**src/rtl/instr_fetch.sv**
```systemverilog
// instr_fetch: RISC-V fetch stage with PC, one-deep skid buffer, stall, redirect/flush.
// Optional FETCH_MISALIGN_EN: misaligned redirect target halts fetch and flags instr_misaligned.
module instr_fetch #(
  parameter int DATA_WIDTH = 32,
  parameter int ADDR_WIDTH = 32,
  parameter logic [ADDR_WIDTH-1:0] RESET_PC = '0,
  parameter logic [DATA_WIDTH-1:0] NOP_INSTR = DATA_WIDTH'(32'h0000_0013)
) (
  input  logic                  clk,
  input  logic                  rst_n,
  output logic                  imem_req_valid,
  input  logic                  imem_req_ready,
  output logic [ADDR_WIDTH-1:0] imem_addr,
  input  logic                  imem_rsp_valid,
  input  logic [DATA_WIDTH-1:0] imem_rsp_data,
  input  logic                  id_ready,
  input  logic                  redirect,
  input  logic [ADDR_WIDTH-1:0] redirect_target,
  output logic                  instr_valid,
  output logic [DATA_WIDTH-1:0] instr,
  output logic [ADDR_WIDTH-1:0] pc_out,
  output logic [ADDR_WIDTH-1:0] pc_plus4,
  output logic                  instr_misaligned
);
  typedef enum logic [1:0] {REQ, WAIT, SKID `ifdef FETCH_MISALIGN_EN , HALT `endif} state_t;
  state_t state_q, state_d;
  logic [ADDR_WIDTH-1:0] pc_q, pc_d, req_pc_q, req_pc_d, skid_pc_q, skid_pc_d;
  logic [ADDR_WIDTH-1:0] ifid_pc_q, ifid_pc_d, ifid_pc4_q, ifid_pc4_d, tgt;
  logic [DATA_WIDTH-1:0] skid_data_q, skid_data_d, ifid_data_q, ifid_data_d;
  logic discard_q, discard_d, skid_v_q, skid_v_d, ifid_v_q, ifid_v_d, mis_q, mis_d, halted;
  assign tgt = redirect_target & ~ADDR_WIDTH'(3);
`ifdef FETCH_MISALIGN_EN
  assign halted = state_q == HALT;
`else
  assign halted = 1'b0;
`endif
  assign imem_req_valid = state_q == REQ && !redirect;
  assign imem_addr = pc_q;
  assign instr_valid = ifid_v_q;
  assign instr = ifid_data_q;
  assign pc_out = ifid_pc_q;
  assign pc_plus4 = ifid_pc4_q;
  assign instr_misaligned = mis_q;
  always_comb begin
    state_d = state_q;
    pc_d = pc_q;
    req_pc_d = req_pc_q;
    discard_d = discard_q;
    skid_v_d = skid_v_q;
    skid_data_d = skid_data_q;
    skid_pc_d = skid_pc_q;
    ifid_v_d = ifid_v_q;
    ifid_data_d = ifid_data_q;
    ifid_pc_d = ifid_pc_q;
    ifid_pc4_d = ifid_pc4_q;
    mis_d = mis_q;
    if (redirect && !halted) begin
      pc_d = tgt;
      ifid_v_d = 1'b0;
      ifid_data_d = NOP_INSTR;
      skid_v_d = 1'b0;
      discard_d = state_q == WAIT && !imem_rsp_valid;
      state_d = discard_d ? WAIT : REQ;
`ifdef FETCH_MISALIGN_EN
      if (|redirect_target[1:0]) begin
        pc_d = pc_q;
        discard_d = 1'b0;
        mis_d = 1'b1;
        state_d = HALT;
      end
`endif
    end else begin
      if (id_ready) begin
        ifid_v_d = 1'b0;
        ifid_data_d = NOP_INSTR;
      end
      case (state_q)
        REQ: if (imem_req_valid && imem_req_ready) begin
          req_pc_d = pc_q;
          pc_d = pc_q + ADDR_WIDTH'(4);
          state_d = WAIT;
        end
        WAIT: if (imem_rsp_valid) begin
          state_d = REQ;
          if (discard_q) discard_d = 1'b0;
          else if (!ifid_v_q || id_ready) begin
            ifid_v_d = 1'b1;
            ifid_data_d = imem_rsp_data;
            ifid_pc_d = req_pc_q;
            ifid_pc4_d = req_pc_q + ADDR_WIDTH'(4);
          end else begin
            skid_v_d = 1'b1;
            skid_data_d = imem_rsp_data;
            skid_pc_d = req_pc_q;
            state_d = SKID;
          end
        end
        SKID: if (id_ready) begin
          ifid_v_d = 1'b1;
          ifid_data_d = skid_data_q;
          ifid_pc_d = skid_pc_q;
          ifid_pc4_d = skid_pc_q + ADDR_WIDTH'(4);
          skid_v_d = 1'b0;
          state_d = REQ;
        end
        default: ;
      endcase
    end
  end
  always_ff @(posedge clk or negedge rst_n) begin
    if (!rst_n) begin
      state_q <= REQ;
      pc_q <= RESET_PC;
      req_pc_q <= '0;
      discard_q <= 1'b0;
      skid_v_q <= 1'b0;
      skid_data_q <= '0;
      skid_pc_q <= '0;
      ifid_v_q <= 1'b0;
      ifid_data_q <= NOP_INSTR;
      ifid_pc_q <= '0;
      ifid_pc4_q <= ADDR_WIDTH'(4);
      mis_q <= 1'b0;
    end else begin
      state_q <= state_d;
      pc_q <= pc_d;
      req_pc_q <= req_pc_d;
      discard_q <= discard_d;
      skid_v_q <= skid_v_d;
      skid_data_q <= skid_data_d;
      skid_pc_q <= skid_pc_d;
      ifid_v_q <= ifid_v_d;
      ifid_data_q <= ifid_data_d;
      ifid_pc_q <= ifid_pc_d;
      ifid_pc4_q <= ifid_pc4_d;
      mis_q <= mis_d;
    end
  end
endmodule

```
**config.mk**
```make
export PLATFORM = sky130hd
export DESIGN_NAME = instr_fetch
export DESIGN_NICKNAME = d
export VERILOG_FILES = /design/src/rtl/instr_fetch.sv
export SDC_FILE = /design/constraint.sdc
export NUM_CORES = 1
export LEC_CHECK = 0
export CELL_PAD_IN_SITES_DETAIL_PLACEMENT = 1
export CELL_PAD_IN_SITES_GLOBAL_PLACEMENT = 1
export CORE_UTILIZATION = 44
export DETAILED_ROUTE_END_ITERATION = 6
export PLACE_DENSITY = 0.85
export SYNTH_ARGS = -nofsm -noshare
export SYNTH_HDL_FRONTEND = slang
export SYNTH_SLANG_ARGS = --single-unit
```
**constraint.sdc**
```tcl
create_clock -name clk -period 4.1 [get_ports clk]
set_input_delay 0.82 -clock clk [delete_from_list [all_inputs] [get_ports clk]]
set_output_delay 0.82 -clock clk [all_outputs]
set_load 0.005 [all_outputs]
```
== Word level (Yosys, flattened, before mapping) ==
Cells that the tools add are included.

* Bits in registers: 228
* Input bits: 70
* Logic and storage cells: 83

* Eq/ne operators: 9
* Bitwise gates (word level): 3
* Reduce and logical (&&, ||, !) cells: 20
* $add $sub $neg: 3
* Muxes and demuxes: 38

{| class="wikitable"
|+ Operators with widths
! cell !! count
|-
| $mux 32 || 17
|-
| $pmux 32 s2 || 3
|-
| $add 32x3->32 const B || 3
|-
| $mux 2 || 6
|-
| $mux 1 || 10
|-
| $reduce_bool 2->1 || 5
|-
| $ne 2x2->1 const B || 3
|-
| $ne 3x3->1 const B || 2
|-
| $pmux 2 s3 || 1
|-
| $reduce_and 6->1 || 1
|-
| $reduce_and 5->1 || 1
|-
| $reduce_and 2->1 || 2
|-
| $reduce_and 4->1 || 1
|-
| $reduce_bool 4->1 || 1
|-
| $logic_and 1x1->1 || 3
|-
| $logic_not 1->1 || 3
|-
| $ne 3x2->1 const B || 1
|-
| $not 1->1 || 3
|-
| $reduce_and 3->1 || 1
|-
| $eq 2x1->1 const B || 1
|-
| $eq 2x2->1 const B || 1
|-
| $logic_not 2->1 || 1
|-
| $ne 2x1->1 const B || 1
|-
| $pmux 1 s2 || 1
|-
| $logic_or 1x1->1 || 1
|}

== Depth between registers and ports, before layout ==
* Depth after elaboration: 7
* Gate-level depth with buffers: 11
* Mapped depth without buffers: 7

== Worst setup path after synthesis ==
Ideal clock, no wire load.

* Kind: register to register
* Start point: reg state_q[0]
* End point: reg ifid_pc4_q[25], in the netlist pc_plus4[25]
* Period minus slack after synthesis: 2.506 ns
* Arrival: 2.380 ns
* Setup slack: 1.594 ns
* Path buffers: 2
* Stages on the path, launching flop included: 10
* Data required time: 3.974 ns
* Cell sequence: dfrtp_1 inv_1 ha_1 buf_4 buf_4 nand4b_1 a222oi_1 nand3_1 o311a_1 a221o_1

* Cells in the longest elaborated chain, start to end: 3

{| class="wikitable"
|+ Ends and longest elaborated chain
! element !! RTL line !! RTL
|-
| from (decl) || 26 || <nowiki>state_t state_q, state_d;</nowiki>
|-
| from (signal assigned) || 125 || <nowiki>state_q <= state_d;</nowiki>
|-
| $eq 2x1->1 / $eq 2x2->1 (equally long branches) || 77 || <nowiki>case (state_q)</nowiki>
|-
| $ne 2x1->1 (no source line), or another cell as far along || - ||
|-
| $reduce_and 6->1 (no source line) || - ||
|-
| to (signal assigned) || 135 || <nowiki>ifid_pc4_q <= ifid_pc4_d;</nowiki>
|-
| to (decl) || 28 || <nowiki>logic [ADDR_WIDTH-1:0] ifid_pc_q, ifid_pc_d, ifid_pc4_q, ifid_pc4_d, tgt;</nowiki>
|}

Parallel ways exist; a longest one is shown, timed or not.
A chain may end at the register's enable or synchronous reset.

== Final worst setup path ==
* Start point: reg state_q[0]
* End point: reg ifid_pc4_q[30], in the netlist pc_plus4[30]

Same word-level chain as after synthesis.

==> metrics.txt <==
Initial Util=45.0%; Core Area=22700 µm²; CP max-delay cell=ha_2; count of final setup violators=0; Synth Area in XOR/XNOR=4.02%; crit path DAT=3.66 ns; Critical Path RT=4.49 ns; first-pass GRT wire length=between 40000 and 50000 µm; Via Count=7892; total grt overflow=0; # hold bufs at CTS=0; compound-cell area share of the yosys netlist=about an eighth; post-CTS resize count=0; clock slew at reported path FFs=0.06 ns; Mapped Cells=931; top cell family by delay on the critical path=simple AND/OR/NAND/NOR gates; post-synthesis sequential area ratio=53.4%; Synth top cells by count=dfrtp_1 (214), nand2_1 (124), mux2_2 (99); post-route setup TNS=0 ns; crit path kind=flop to flop; # H-tree levels=1; postcts setup bufs=0; final antenna-violating net count=0; Util after Layout=a little under three fifths; Vias/cell=5.64; Max Buffers Root-to-Sink=3; CP bufs+invs=2; mux share of post-synthesis cell area=13.3%; Mapped Area=10200 µm²; layout net count=1175; main combinational cell family by area after synthesis=multiplexers; Detailed Place HPWL=19300 µm; CTS tree=built; min Tclk post-route=3.26 ns; Top Ports=201; Die X=154 µm; f_max=0.307 GHz; antenna fix cells=0; pins over their slew limit=0; number of global-route vias before repair=8282; Root Buffer=clkbuf_16; Tot GR Track Use=23.9%; Yosys reg bits=roughly 220; top cells by area, synth=dfrtp_1 (52%), mux2_2 (11%), nand2_1 (4.5%), o21ai_0 (3.8%), o2bb2ai_1 (2.5%); Avg Inst Size Synth=11.0 µm²; # clock sinks=218; Tcrit/Tclk final=79.6%; DRC=0; post-synth top area cell=dfrtp_1; Worst VDD drop=0.297 mV; count leader, synth=dfrtp_1; Hold WC Path Type=input pin to asynchronous set/reset pin; Num CTS Buffers=24; Max Cap Violations=0; # rows=between 50 and 60; Synth Area in Adders=less than 1%; critical-path maximum fanout=58; initial antenna violation count=0; Synth cell types=59; power density over cell area=552 nW/µm²; status=finished clean; first-pass detailed-route iteration total=6; cell chain of the critical path=inv_1 > ha_2 > buf_12 > mux2i_1 > nor3_1 > nand3_1 > o311a_1 > a221o_1; initial DRC count=420; Die Area=23900 µm²; RSZ-0062 raised after global routing=no; largest stage delay on the critical path=0.56 ns; routability cong.=approximately 0.79; Worst slew margin=52.6%; Wirelength per Cell=around 20 µm; EDFF count, synth=0; clock skew=0.0114 ns; ys async rst share=100%; number of synthesis warnings=0; layout cells sized above 1=14.4%; P_leak=around 5.5 nW; final hold vios=0; synthesis-to-layout area growth=27.8%; Synth top area share=~52%; Worst-Skew Late Latency=0.51 ns; Die Height=154 µm; transition time at the pin with the least slew margin=0.711 ns; startpoint types=flop; drt total wl=27900 µm; # port buffers=191; pin count of the biggest net entering global routing=79; capturing element type of the critical path=flop; Simple-Gate Fraction of Synth Area=12.1%; Synth Flop Type=dfrtp_1
-- flip-flops by register name (all words and copies together) (netlist names) --
signal / cells
discard_q: 1
pc_out: 30
skid_pc_q: 30
instr: 32
skid_data_q: 32
state_q: 2
instr_valid: 1
pc_plus4: 30
imem_addr: 30
req_pc_q: 30
-- cells in the final DEF, fill, tap and decap left out, drive strengths merged, types with 10 or more instances in the layout --
cell             n
nand2          124
clkbuf          35
xor2            22
o2bb2ai         29
nand4           11
xnor2           25
o21ai           79
nand3           27
dfrtp          214
nor3            13
mux2            99
clkdlybuf4s50  189
buf             18
nor2            19
nor4            16
inv             10
mux2i           25
a22oi           31
-- power breakdown --
| part | switching (W) | total, W | internal (W) |
|---|---|---|---|
| logic | 0.000951 | 0.00208 | 0.00113 |
| clock network | 0.000833 | 0.00198 | 0.00114 |
| registers | 0.000488 | 0.00316 | 0.00267 |
-- worst paths after layout --
path,startpoint,end,slack [ns],cells past startpoint
max in group asynchronous,rst_n,skid_pc_q[5],2.89,2
max reg2reg,state_q[0],pc_plus4[30],0.84,8
max,state_q[0],pc_plus4[30],0.84,8
min reg2reg,pc_out[6],pc_out[6],0.48,2
min in group clk,pc_out[6],pc_out[6],0.48,2
min,rst_n,imem_addr[7],0.26,1
-- stage by stage --
stage | instances | power [W] | area, µm² | hold slack [ns] | worst slack (ns)
2_1_floorplan | 937 | 0.00404 | 10300 | 0.470 | 1.59
3_3_place_gp | 1360 | 0.00514 | 12400 | 0.463 | 0.807
3_5_place_dp | 1360 | 0.00527 | 12400 | 0.470 | 0.745
4_1_cts | 1399 | 0.00727 | 13100 | 0.260 | 0.800
5_1_grt | 1399 | 0.00764 | 13100 | 0.273 | 0.604
6_report | 1399 | 0.00721 | 13100 | 0.261 | 0.838
-- kinds of logic (layout without fill, tap and decap cells) --
logic type,count (synthesis),in the layout
adders and majority gates,4,4
and+or+nand+nor,257,257
DFF,218,218
AOI/OAI and AO/OA,201,201
other,1,7
muxes,124,124
xor gates and xnor gates,47,47
buffers and inverters,79,256
-- final cells by class --
type / count / area (µm²)
Multi-Input combinational cell: 640 / 4460
Sequential cell: 218 / 5460
Inverter: 10 / 37.5
Clock inverter: 4 / 20.0
Tap cell: 285 / 357
Clock buffer: 35 / 683
Timing Repair Buffer: 207 / 2060
Fill cell: 2428 / 9630
-- layer usage --
layer  GRT usage, %  routed length (µm)
met4           5.80                 528
met5              0                   0
met1           34.6               13200
met3           3.73                1250
met2           37.7               13000
No activity file was read; power rests on OpenSTA's default activity.
